==> src/rtl/systolic_pkg.sv <==
// systolic_pkg: FSM encoding and geometry helpers shared by the systolic controller and array wrapper.
package systolic_pkg;

    typedef enum logic [2:0] {
        S_IDLE,
        S_CLEAR,
        S_FEED,
        S_DRAIN,
        S_OUT,
        S_DONE
    } ctrl_state_t;

    // Drain covers the feed read latency, the row/column skew and the PE pipeline.
    function automatic int drain_cycles(input int n, input int pe_latency);
        return 1 + 2 * (n - 1) + pe_latency;
    endfunction

    function automatic int row_w(input int n);
        return n > 1 ? $clog2(n) : 1;
    endfunction

endpackage

==> src/rtl/systolic_skew.sv <==
// systolic_skew: N-tap delay line turning the feed read strobe into per-row skewed operand valids.
module systolic_skew #(
    parameter int N = 4
) (
    input  logic         clk,
    input  logic         reset,
    input  logic         en_i,
    output logic [N-1:0] row_valid_o
);

    logic [N-1:0] tap_q;

    // Tap i lags the strobe by 1+i cycles.
    always_ff @(posedge clk or negedge reset) begin
        if (!reset) tap_q <= '0;
        else        tap_q <= {tap_q[N-2:0], en_i};
    end

    assign row_valid_o = tap_q;

endmodule

==> src/rtl/systolic_ctrl.sv <==
// systolic_ctrl: sequences clear, operand feed, drain and result readout for an NxN systolic array.
module systolic_ctrl
    import systolic_pkg::*;
#(
    parameter int N          = 4,
    parameter int K_W        = 8,
    parameter int PE_LATENCY = 4
) (
    input  logic                  clk,
    input  logic                  reset,
    input  logic                  start_valid,
    output logic                  start_ready,
    input  logic [K_W-1:0]        start_k,
    output logic                  rd_en,
    output logic [K_W-1:0]        rd_addr,
    output logic                  pe_enable,
    output logic                  pe_clear,
    output logic [N-1:0]          row_valid,
    output logic                  out_valid,
    input  logic                  out_ready,
    output logic [row_w(N)-1:0]   out_row,
    output logic                  busy,
    output logic                  done
);

    localparam int D  = drain_cycles(N, PE_LATENCY);
    localparam int DW = $clog2(D);
    localparam int RW = row_w(N);

    ctrl_state_t   state_q, state_d;
    logic [K_W-1:0] k_q, k_d;
    logic [K_W:0]   cnt_q, cnt_d;
    logic [DW-1:0]  drn_q, drn_d;
    logic [RW-1:0]  row_q, row_d;

    always_ff @(posedge clk or negedge reset) begin
        if (!reset) begin
            state_q <= S_IDLE;
            k_q     <= '0;
            cnt_q   <= '0;
            drn_q   <= '0;
            row_q   <= '0;
        end else begin
            state_q <= state_d;
            k_q     <= k_d;
            cnt_q   <= cnt_d;
            drn_q   <= drn_d;
            row_q   <= row_d;
        end
    end

    always_comb begin
        state_d = state_q;
        k_d     = k_q;
        cnt_d   = cnt_q;
        drn_d   = drn_q;
        row_d   = row_q;
        case (state_q)
            S_IDLE: begin
                if (start_valid) begin
                    k_d     = start_k;
                    state_d = S_CLEAR;
                end
            end
            S_CLEAR: begin
                cnt_d   = '0;
                drn_d   = '0;
                state_d = (k_q == '0) ? S_DRAIN : S_FEED;
            end
            S_FEED: begin
                // Extra counter bit lets k = 2^K_W-1 finish without wrapping.
                cnt_d = cnt_q + 1'b1;
                if (cnt_d == {1'b0, k_q}) state_d = S_DRAIN;
            end
            S_DRAIN: begin
                drn_d = drn_q + 1'b1;
                if (drn_q == DW'(D - 1)) state_d = S_OUT;
            end
            S_OUT: begin
                if (out_ready) begin
                    row_d = row_q + 1'b1;
                    if (row_q == RW'(N - 1)) begin
                        row_d   = '0;
                        state_d = S_DONE;
                    end
                end
            end
            S_DONE:  state_d = S_IDLE;
            default: state_d = S_IDLE;
        endcase
    end

    assign start_ready = state_q == S_IDLE;
    assign busy        = state_q != S_IDLE;
    assign pe_clear    = state_q == S_CLEAR;
    assign rd_en       = state_q == S_FEED;
    assign rd_addr     = rd_en ? cnt_q[K_W-1:0] : '0;
    assign pe_enable   = state_q == S_CLEAR || state_q == S_FEED || state_q == S_DRAIN;
    assign out_valid   = state_q == S_OUT;
    assign out_row     = row_q;
    assign done        = state_q == S_DONE;

    systolic_skew #(.N(N)) u_skew (
        .clk         (clk),
        .reset       (reset),
        .en_i        (rd_en),
        .row_valid_o (row_valid)
    );

endmodule

==> config.mk <==
export PLATFORM = sky130hd
export DESIGN_NAME = systolic_ctrl
export DESIGN_NICKNAME = d
export VERILOG_FILES = /design/src/rtl/systolic_pkg.sv /design/src/rtl/systolic_skew.sv /design/src/rtl/systolic_ctrl.sv
export SDC_FILE = /design/constraint.sdc
export NUM_CORES = 1
export LEC_CHECK = 0
export BUFFER_PORTS_ARGS = -buffer_cell sky130_fd_sc_hd__buf_4
export CAP_MARGIN = 15
export CORE_MARGIN = 2
export CORE_UTILIZATION = 50
export CTS_CLUSTER_DIAMETER = 60
export DETAILED_ROUTE_END_ITERATION = 8
export PLACE_DENSITY = 0.81
export SYNTH_ARGS = -nofsm -noshare
export SYNTH_HDL_FRONTEND = slang
export SYNTH_SLANG_ARGS = --single-unit
==> constraint.sdc <==
create_clock -name clk -period 4 [get_ports clk]
set_input_delay 0.4 -clock clk [delete_from_list [all_inputs] [get_ports clk]]
set_output_delay 0.4 -clock clk [all_outputs]
set_load 0.01 [all_outputs]
Word-level counts from Yosys, hierarchy flattened
Index checks and enable logic that the tools add are counted.
W data, S select, Z words.
- eq/ne operators: 13
- muxes and demuxes: 11
- reduce and logical (&&, ||, !) cells: 10
- $add $sub $neg: 3
- operators by type and width (cell ; number):
    $pmux W9 S2 ; 1
    $mux W3 ; 5
    $pmux W3 S5 ; 1
    $add A9 B1 Y9 const B ; 1
    $eq A9 B8 Y1 ; 1
    $logic_not A8 Y1 ; 1
    $mux W8 ; 1
    $pmux W4 S2 ; 1
    $eq A3 B2 Y1 const B ; 2
    $eq A3 B3 Y1 const B ; 2
    $ne A2 B1 Y1 const B ; 3
    $reduce_and A5 Y1 ; 1
    $add A4 B1 Y4 const B ; 1
    $eq A4 B4 Y1 const B ; 1
    $ne A2 B2 Y1 const B ; 2
    $reduce_and A2 Y1 ; 2
    $reduce_bool A2 Y1 ; 2
    $eq A3 B1 Y1 const B ; 1
    $logic_not A3 Y1 ; 1
    $reduce_bool A3 Y1 ; 1
    $add A2 B1 Y2 const B ; 1
    $eq A2 B2 Y1 const B ; 1
    $logic_or A1 B1 Y1 ; 2
    $mux W2 ; 1
    $mux W1 ; 1
- register bits: 30
- output and inout port bits: 21
- bits of input ports: 12
- logic and storage cells: 43

Logic depth before layout (Yosys ltp)
- depth after elaboration: 4
- depth in mapped cells: 7
- mapped depth without buffers: 7

Cells and area by module
A second synthesis with hierarchy kept.
- cell total of the unflattened synthesis: 182
- area, all modules: 1715.4 µm²
- by module, submodules not included (module ; area an instance (µm²) ; instances ; seq. area each (µm²) ; cells each):
    systolic_ctrl ; 1615.3 ; 1 ; 650.6 ; 178
    systolic_skew ; 100.1 ; 1 ; 100.1 ; 4

Worst setup path before layout
No wires, ideal clock.
- kind: register -> output
- from: register state_q[0]
- to: output port rd_addr[0]
- arrival time: 1313 ps
- buffers on the path: 2
- required time: 3600 ps
- cell stages (with the launch flop): 6
- path slack: 2287 ps
- cell sequence: dfrtp_1 -> buf_6 -> or3b_4 -> clkinv_2 -> buf_4 -> and2_1
- cells in the longest elaborated chain, start to end: 2
- ends and longest elaborated chain (element ; RTL line ; text):
    start, declared ; systolic_ctrl.sv:30 ; ctrl_state_t state_q, state_d;
    start signal, assigned ; systolic_ctrl.sv:44 ; state_q <= state_d;
    $eq A3 B2 Y1 ; systolic_ctrl.sv:96 ; assign rd_en = state_q == S_FEED;
    net rd_en ; systolic_ctrl.sv:14 ; output logic rd_en,
    $mux W8 ; systolic_ctrl.sv:97 ; assign rd_addr = rd_en ? cnt_q[K_W-1:0] : '0;
    end, declared ; systolic_ctrl.sv:15 ; output logic [K_W-1:0] rd_addr,
The timed path passes the listed nets, and every way through them passes these cells.

Worst setup path after layout
- from: register state_q[1]
- to: output port rd_addr[5]
- cells in the longest elaborated chain, start to end: 2
- ends and longest elaborated chain (element ; RTL line):
    $eq A3 B2 Y1 ; systolic_ctrl.sv:96
    $mux W8 ; systolic_ctrl.sv:97
Every way passes these cells.

==> qor.csv <==
stage;metric;value;unit
status;outcome;complete, no violations;
logic_synthesis;Post-synth ARST share;1.00;
sta;clk_skew;0.00479;ns
sta;unrepaired setup endpoints after global routing;false;
cts;CTS resizes;0;
power_and_ir_drop;Net Sw Frac;0.394;
detailed_routing;drt via density;5.47;
final_layout;layout cells sized above 1;0.281;
final_layout;Final nets;225;
power_and_ir_drop;clock share of power;0.155;
final_layout;Antenna Cells;0;
run;max_cap viols;0;
detailed_routing;Detailed Route Iter0 Violations;80;
final_layout;Finished Core Util;0.593;
grt;met2 Usage GRT;0.285;
cts;Clock transition at path regs;0.06;ns
cts;CTS buffer count;5;
setup_path;Critical Path Start;state_q[1];
cts;H-tree depth;2;
logic_synthesis;Yosys reg bits;30;
sta;max_slew headroom;0.640;
power_and_ir_drop;NetSw;613;µW
detailed_routing;WL/cell;13.4;µm
power_and_ir_drop;Combinational Power Share;0.482;
setup_path;R2R Setup Slk;2.02;ns
floorplanning;Ports;33;
grt;largest net degree at the start of global routing;31;
power_and_ir_drop;Power Dens Cells;728;nW/µm²
placement;PortBufs;32;
setup_path;Worst EP required;3.60;ns
floorplanning;die footprint;4190;µm²
setup_path;RR Startpoint;state_q[1];
sta;Max Clk Rate;0.451;GHz
detailed_routing;final wirelength;3460;µm
logic_synthesis;Yosys cell types;58;
cts;Post-CTS Setup Inserts;0;
sta;final period utilization;0.555;
sta;Fin Setup TNS;0;ns
grt;met1 usage;0.263;
logic_synthesis;synth warn;0;
grt;total grt overflow;0;
cts;CTS max path bufs;2;
grt;initial antenna violation count;0;
min_path;Hold Crit Class;input pin to async pin;
grt;gr usage total;0.191;
cts;Clock Root Buffer;clkbuf_8;
logic_synthesis;ranking of synthesized cells by area;dfrtp_1 (41%), mux2_4 (6.5%), and2_1 (3.4%), o21ai_0 (3.3%), ha_1 (2.7%);
grt;Top Usage Layer GRT;met2;
logic_synthesis;Post-Syn Area;1840;µm²
logic_synthesis;largest area contributor in the netlist;dfrtp_1;
setup_path;FF-to-FF path depth;5;
detailed_routing;Remaining DRCs;0;
setup_path;Crit-path slowest cell;dfrtp_1;
cts;CTS Hold Buffers Added;0;
logic_synthesis;Avg Inst Size Synth;10.2;µm²
detailed_routing;DR vias;1411;
setup_path;CP max FO;17;
floorplanning;starting density of the core;0.511;
sta;Slew Viols, Final;0;
sta;Final Hold Fails;0;
power_and_ir_drop;P_leak;0.918;nW
power_and_ir_drop;maximum VDD drop;0.000276;V
sta;Worst-Margin Slew;0.538;ns
cts;CTS tree;built;
setup_path;worst path arrival time;1.82;ns
placement;gpl congestion;0.929;
placement;HPWL Detailed;2570;µm
setup_path;Critical R2R Capture;cnt_q[5];
sta;min cycle time layout;2.22;ns
power_and_ir_drop;Design Power;1.56;mW
setup_path;nature of the critical path startpoint;flop;
setup_path;slowest stage delay, CP;0.55;ns
floorplanning;Die Ht;64.7;µm
setup_path;CP endpoint kind;output port;
floorplanning;# rows;22;
sta;Hold WS;0.0392;ns
sta;final setup violation count;0;
power_and_ir_drop;Int Power;944;µW
power_and_ir_drop;Sequential Power Share;0.363;
floorplanning;core area;3610;µm²
grt;first-pass GRT wire length;6130;µm
grt;GRT met3 Usage;0.0521;
detailed_routing;ANT nets after route;0;
cts;clk_lat worst skew;0.28;ns
logic_synthesis;Synth top area share;0.407;
logic_synthesis;syn_nets;197;
detailed_routing;drt first pass iters;4;
cts;Sink Count;30;
floorplanning;chip width;64.7;µm
final_layout;P&R area growth vs syn;16.1;%
setup_path;crit-path cells;or3b_4 -> clkinv_2 -> and2_1 -> buf_4;
logic_synthesis;number of synthesized flops with an enable pin;0;
logic_synthesis;top_reg_cell synth;dfrtp_1;
logic_synthesis;sequential area share after synthesis;0.407;
setup_path;CP Class;flop to output port;
grt;vias in the first global route;1319;
logic_synthesis;Mapped Cells;181;
-- power groups by stage --
stage | sequential, mW | clock [mW] | combinational, mW
6_report | 0.564 | 0.242 | 0.750
5_1_grt | 0.590 | 0.270 | 0.837
4_1_cts | 0.565 | 0.250 | 0.753
2_1_floorplan | 0.511 | 0 | 0.620
3_5_place_dp | 0.570 | 0 | 0.750
3_3_place_gp | 0.562 | 0 | 0.734
-- synth_stat cells, types with 3 or more instances --
| cell | number |
|---|---|
| nand4_1 | 3 |
| nor2_1 | 13 |
| nand3_1 | 4 |
| xnor2_1 | 4 |
| mux2i_1 | 3 |
| buf_2 | 3 |
| and2_1 | 10 |
| nand3b_1 | 3 |
| nand2b_1 | 6 |
| a31oi_1 | 3 |
| nor3_1 | 3 |
| a21oi_1 | 5 |
| o21ai_0 | 12 |
| nor4_1 | 3 |
| dfrtp_1 | 30 |
| buf_6 | 4 |
| o31ai_1 | 3 |
| mux2_4 | 8 |
| ha_1 | 4 |
| nand2_1 | 12 |
-- metal layers --
| metal | share of wire | up-vias | wire, µm |
|---|---|---|---|
| met4 | 0.0087 | 0 | 30 |
| met2 | 0.46 | 40 | 1600 |
| met1 | 0.48 | 657 | 1650 |
| met5 | 0 | - | 0 |
| li1 | - | 712 | - |
| met3 | 0.052 | 2 | 180 |
-- sequential cells by signal, indices dropped and copies added, names as in the netlist --
name                count
drn_q                   4
state_q                 3
cnt_q                   9
k_q                     8
u_skew.row_valid_o      4
out_row                 2
-- cell usage in the layout, fill, tap and decap left out, drive strengths merged, types with 3 or more instances in the layout --
cell type / count
and2: 11
nand3: 5
a21oi: 5
ha: 4
a31oi: 3
nand2b: 6
xnor2: 4
nand2: 12
dfrtp: 30
clkbuf: 7
o41ai: 3
buf: 32
mux2i: 3
nand4: 3
nor4: 3
nor2: 13
mux2: 10
o31ai: 3
inv: 3
nand3b: 3
o21ai: 13
nor3: 3
-- cell families after synthesis --
kind of cell | Yosys count | synth area share
AO/OA/AOI/OAI | 40 | 0.147
multiplexers | 13 | 0.0937
AND/OR/NAND/NOR | 73 | 0.236
adder cells (fa/ha/maj) | 4 | 0.0272
XOR/XNOR | 6 | 0.0285
buffers and inverters | 15 | 0.0604
flip-flops | 30 | 0.407
-- through the flow --
step	setup slack, ns	cells	cell area (µm²)
floorplan	2.29	181	1840
global placement	2.08	250	2050
detailed placement	2.04	250	2050
CTS	1.77	258	2140
global route	1.68	258	2140
finish	1.78	258	2140
-- layout make-up --
type | count | area, µm²
Tap cell | 48 | 60.1
Inverter | 4 | 16.3
Clock buffer | 7 | 86.3
Fill cell | 333 | 1470
Timing Repair Buffer | 32 | 240
Sequential cell | 30 | 751
Multi-Input combinational cell | 136 | 981
Clock inverter | 1 | 5.00
-- worst max-delay path: cells and delay by family, from the launching register on --
family,cells,cell delay (ns)
and+or+nand+nor,2,0.68
DFF,1,0.55
buffers and inverters,2,0.31
-- worst max-delay path by stage --
| stage | to | slack (ns) | depth (start not counted) |
|---|---|---|---|
| floorplan | rd_addr[0] | 2.29 | 5 |
| global placement | cnt_q[5] | 2.08 | 5 |
| detailed placement | cnt_q[8] | 2.04 | 5 |
| CTS | rd_addr[5] | 1.77 | 4 |
| global route | rd_addr[5] | 1.68 | 4 |
| finish | rd_addr[5] | 1.78 | 4 |
No activity file was read; power rests on OpenSTA's default activity.
